### src/rtl/hash_op_scheduler.sv
// hash_op_scheduler: round-robin arbiter of lookup/insert/delete requesters onto the
// single operation port of the hashtable pipeline, with in-flight credit limiting,
// back-pressure pass-through and a drain (flush) sequence.
module hash_op_scheduler #(
    parameter int DATA_WIDTH      = 4,
    parameter int KEY_WIDTH       = 2,
    parameter int MAX_OUTSTANDING = 4,
    localparam int CW             = $clog2(MAX_OUTSTANDING + 1)
) (
    input  logic                  clk,
    input  logic                  reset,
    input  logic                  lookup_valid_i,
    output logic                  lookup_ready_o,
    input  logic [KEY_WIDTH-1:0]  lookup_key_i,
    input  logic                  insert_valid_i,
    output logic                  insert_ready_o,
    input  logic [KEY_WIDTH-1:0]  insert_key_i,
    input  logic [DATA_WIDTH-1:0] insert_data_i,
    input  logic                  delete_valid_i,
    output logic                  delete_ready_o,
    input  logic [KEY_WIDTH-1:0]  delete_key_i,
    input  logic                  pipe_ready_i,
    input  logic                  result_done_i,
    input  logic                  flush_i,
    output logic                  clk_en_o,
    output logic                  op_valid_o,
    output logic [KEY_WIDTH-1:0]  op_key_o,
    output logic [DATA_WIDTH-1:0] op_data_o,
    output logic                  op_write_o,
    output logic                  op_del_o,
    output logic [CW-1:0]         credits_o,
    output logic                  flush_done_o,
    output logic                  err_o
);

    typedef enum logic [1:0] {S_RUN, S_DRAIN, S_DONE} state_t;

    localparam logic [CW-1:0] MAX_CRED = CW'(MAX_OUTSTANDING);
    localparam logic [CW-1:0] ONE_CRED = CW'(1);

    state_t                state_q, state_d;
    logic [1:0]            rr_q, rr_d;
    logic [CW-1:0]         credits_q, credits_d;
    logic                  err_q, err_d;
    logic                  op_valid_q, op_valid_d;
    logic [KEY_WIDTH-1:0]  op_key_q, op_key_d;
    logic [DATA_WIDTH-1:0] op_data_q, op_data_d;
    logic                  op_write_q, op_write_d;
    logic                  op_del_q, op_del_d;

    logic [3:0] req;
    logic       grant_en;
    logic       grant_any;
    logic [1:0] grant_idx;
    logic [1:0] cand;

    // Round-robin grant: first valid requester starting at rr; nothing while reset,
    // draining, flushing, stalled downstream or out of credits.
    always_comb begin
        req       = {1'b0, delete_valid_i, insert_valid_i, lookup_valid_i};
        grant_en  = reset && (state_q == S_RUN) && !flush_i && pipe_ready_i &&
                    (credits_q != '0);
        grant_any = 1'b0;
        grant_idx = 2'd0;
        cand      = rr_q;
        if (grant_en) begin
            for (int k = 0; k < 3; k++) begin
                if (!grant_any && req[cand]) begin
                    grant_any = 1'b1;
                    grant_idx = cand;
                end
                cand = (cand == 2'd2) ? 2'd0 : cand + 2'd1;
            end
        end
    end

    // Next-state: issue registers, rr pointer, credit accounting, drain FSM.
    always_comb begin
        state_d    = state_q;
        rr_d       = rr_q;
        credits_d  = credits_q;
        err_d      = err_q;
        op_valid_d = op_valid_q;
        op_key_d   = op_key_q;
        op_data_d  = op_data_q;
        op_write_d = op_write_q;
        op_del_d   = op_del_q;

        if (pipe_ready_i) begin
            op_valid_d = grant_any;
            op_key_d   = '0;
            op_data_d  = '0;
            op_write_d = 1'b0;
            op_del_d   = 1'b0;
            if (grant_any) begin
                case (grant_idx)
                    2'd0:    op_key_d = lookup_key_i;
                    2'd1: begin
                        op_key_d   = insert_key_i;
                        op_data_d  = insert_data_i;
                        op_write_d = 1'b1;
                    end
                    default: begin
                        op_key_d = delete_key_i;
                        op_del_d = 1'b1;
                    end
                endcase
            end
        end

        if (grant_any) begin
            rr_d = (grant_idx == 2'd2) ? 2'd0 : grant_idx + 2'd1;
        end

        // A return with every credit already home is a protocol error; credits clamp.
        case ({grant_any, result_done_i})
            2'b10: credits_d = credits_q - ONE_CRED;
            2'b01: begin
                if (credits_q == MAX_CRED) begin
                    err_d = 1'b1;
                end else begin
                    credits_d = credits_q + ONE_CRED;
                end
            end
            default: credits_d = credits_q;
        endcase

        case (state_q)
            S_RUN:   if (flush_i) state_d = S_DRAIN;
            S_DRAIN: if (credits_q == MAX_CRED) state_d = S_DONE;
            S_DONE:  state_d = S_RUN;
            default: state_d = S_RUN;
        endcase
    end

    // State registers with synchronous active-low reset; in-flight ops are discarded.
    always_ff @(posedge clk) begin
        if (!reset) begin
            state_q    <= S_RUN;
            rr_q       <= 2'd0;
            credits_q  <= MAX_CRED;
            err_q      <= 1'b0;
            op_valid_q <= 1'b0;
            op_key_q   <= '0;
            op_data_q  <= '0;
            op_write_q <= 1'b0;
            op_del_q   <= 1'b0;
        end else begin
            state_q    <= state_d;
            rr_q       <= rr_d;
            credits_q  <= credits_d;
            err_q      <= err_d;
            op_valid_q <= op_valid_d;
            op_key_q   <= op_key_d;
            op_data_q  <= op_data_d;
            op_write_q <= op_write_d;
            op_del_q   <= op_del_d;
        end
    end

    assign lookup_ready_o = grant_any && (grant_idx == 2'd0);
    assign insert_ready_o = grant_any && (grant_idx == 2'd1);
    assign delete_ready_o = grant_any && (grant_idx == 2'd2);
    assign clk_en_o       = pipe_ready_i;
    assign op_valid_o     = op_valid_q;
    assign op_key_o       = op_key_q;
    assign op_data_o      = op_data_q;
    assign op_write_o     = op_write_q;
    assign op_del_o       = op_del_q;
    assign credits_o      = credits_q;
    assign flush_done_o   = (state_q == S_DONE);
    assign err_o          = err_q;

endmodule

### config.mk
export PLATFORM = sky130hd
export DESIGN_NAME = hash_op_scheduler
export DESIGN_NICKNAME = d
export VERILOG_FILES = /design/src/rtl/hash_op_scheduler.sv
export SDC_FILE = /design/constraint.sdc
export NUM_CORES = 1
export LEC_CHECK = 0
export BUFFER_PORTS_ARGS = -buffer_cell sky130_fd_sc_hd__buf_2
export CAP_MARGIN = 20
export CORE_MARGIN = 2
export CORE_UTILIZATION = 30
export DETAILED_ROUTE_END_ITERATION = 8
export GPL_ROUTABILITY_DRIVEN = 0
export PLACE_DENSITY = 0.55
export SETUP_SLACK_MARGIN = 0.4
export SKIP_LAST_GASP = 1
export SYNTH_ARGS = -nofsm -noshare
export SYNTH_HDL_FRONTEND = slang
export SYNTH_SLANG_ARGS = --single-unit
### constraint.sdc
create_clock -name clk -period 5 [get_ports clk]
set_input_delay 1.5 -clock clk [delete_from_list [all_inputs] [get_ports clk]]
set_output_delay 1.5 -clock clk [all_outputs]
set_load 0.02 [all_outputs]
==> impl_results.md <==
* Final-stage net count at roughly 150
* Most frequent cell after synthesis: dfxtp_1
* # diodes at 0
* Full die area at approximately 0.0032 mm^2
* Hold_ws at about 470 ps
* Hold Fails Final Rpt at 0
* DR iter-0 viols at 14
* Area contributors post-synth: dfxtp_1, a22oi_1, nor2_1
* Synth Register Bits at 17
* Worst skew pair latency at 290 ps
* Max Fclk at approximately 240 MHz
* WS Path Type: input port to output port
* CTS Buffer Depth at 2
* Final core utilization at between 40% and 50%
* CTS sink cnt at 17
* CTS tree: built
* Endpoints failing setup at 0
* Post-Syn Instances at 93
* Leakage power at 0.5072 nW
* Min Clock Period, post-route at 4204 ps
* Die span in y at about 56 um
* I/O pin total at 36
* Grt ovf at 0
* Crit Path Max Fanout at 9
* IO buf count at 35
* Root Buffer: clkbuf_4
* Outcome: finished clean
* Design area at between 0.001 and 0.0015 mm^2
* Fin crit share at between 80% and 90%
* Post-DP Area at 0.001007 mm^2
* Post-Route WL at ~1900 um
* Cts hold-fix bufs at 0
* Largest net degree at the start of global routing at 13
* First-pass GRT wire length at 3036 um
* RSZ-0062 raised after global routing: false
* YS warnings at 0
* Die X at between 50 and 60 um
* Placement Rows at 18
* Total power at between 0.2 and 0.3 mW
* Most instantiated cells after synthesis: dfxtp_1, nor2_1, a22oi_1, nand2_1
* Syn Nets at about 110
* CP required at approximately 3500 ps
* Fraction of registers with async set/reset at 0%
* Post-CTS setup buffers at 0
* Synth area leader: dfxtp_1
* Total CTS buffers at 3
* Post-synth EDFFs at 0
* Peak VDD IR at about 0.11 mV
* Initial Utilization at between 30 and 40%
* Hold WC Path Type: flip-flop to flip-flop
* Setup TNS at 0 ps
* Share of cells above drive strength 1 at between 30 and 40%
* Post-synthesis cell area at around 800 um^2
* Post-route DRC at 0
* Routed WL per cell at 12.02 um
* Setup crit end kind: output port
* Routed Antenna Nets at 0
* Detailed-route via count at roughly 780
* Worst clock skew at 6.879 ps
* Max-slew violation count at 0
* Worst-Margin Slew at approximately 530 ps
* Post-synthesis cell type count at 32
* Area growth, synth to finish at 25.87%
* PwrDens at 267.7 mW/mm^2
* Syn avg cell area at between 8 and 9 um^2
* Clk slew on worst S/H paths at 110 ps
* Core box area at around 0.0025 mm^2
* Rel. slew slack at ~64%
* DPL Wire Length at 1481 um
* Data arrival, critical path at 2700 ps
* Vias per cell at between 4 and 5
* CTS resizes at 0
* Max-cap violation count at 0
* Total GRT Usage at between 10% and 20%
* Sequential fraction of the synthesis area at approximately two fifths
* CTS HTree Levels at 1
* Initial antenna violation count at 0
* Drt pass-1 iters at 4
* CP Launch Type: input port
* Synth Flop Type: dfxtp_1
* Vias in the first global route at between 600 and 700
* Area share of the largest cell type after synthesis at about two fifths
registers in the layout (all words and copies together) (netlist names):
name	count
state_q	2
credits_o	3
op_write_o	1
op_key_o	2
op_del_o	1
op_data_o	4
err_o	1
rr_q	2
op_valid_o	1
cell families (layout without fill, tap and decap cells):
group           Yosys count  after routing  synth area share [%]
compound gates           25             25                 20.85
xor+xnor                  1              1                 1.066
fa+ha+maj                 1              1                 2.435
buf+inv                   9             44                 6.086
flops                    17             17                 41.40
mux                       4              4                 5.631
simple gates             36             36                 22.53
layer usage:
layer,track usage [%],vias up,part of all wire (%)
li1,-,399,-
met1,15.86,366,47
met2,17.98,15,48
met3,3.456,4,3.7
met4,6.463,0,1.5
met5,0,-,0
layout make-up:
| class | count | area [um^2] |
|---|---|---|
| Sequential cell | 17 | 340.3 |
| Inverter | 4 | 15.01 |
| Clock inverter | 1 | 5.005 |
| Multi-Input combinational cell | 67 | 431.7 |
| Clock buffer | 3 | 22.52 |
| Timing Repair Buffer | 36 | 182.7 |
| Fill cell | 263 | 1510 |
| Tap cell | 30 | 37.54 |
per-stage QoR:
step	std cells	setup WS, ps
after floorplan	93	993.4
after global placement	154	831.2
after detailed placement	154	800.3
after CTS	158	794.0
after global routing	158	689.2
final	158	796.5
layout by cell type (no fill, tap or decap), types with 2 or more instances in the layout:
cell type	Yosys	layout
inv_1	4	4
nor2_1	11	11
a22oi_1	8	8
nand2_1	8	8
a21oi_1	5	5
dfxtp_1	17	17
mux2i_1	2	2
and3_1	2	2
nand2b_1	3	3
buf_2	1	35
o22ai_1	4	4
o21ai_0	2	2
nor2b_1	5	5
clkbuf_4	0	3
and2_1	2	2
power breakdown:
part	internal, mW	switching [mW]	total [mW]
sequential	0.142	0.00575	0.148
combinational	0.0240	0.0306	0.0546
clock	0.0297	0.0452	0.0749
worst max-delay path, cell delays in order:
cell and delay [ps]:
buf_2 160, and2b_1 160, and4b_1 240, and4_1 400
buf_2 230
final timing paths:
path	from	cells past startpoint	endpoint	slack (ps)
setup / recovery	reset	5	insert_ready_o	800
hold / removal	op_valid_o$_SDFFE_PN0P_	2	op_valid_o$_SDFFE_PN0P_	470
setup reg to reg	credits_o[0]$_SDFFE_PN0P_	9	credits_o[2]$_SDFFE_PN1P_	2680
hold reg to reg	op_valid_o$_SDFFE_PN0P_	2	op_valid_o$_SDFFE_PN0P_	470
No activity file was read; power rests on OpenSTA's default activity.
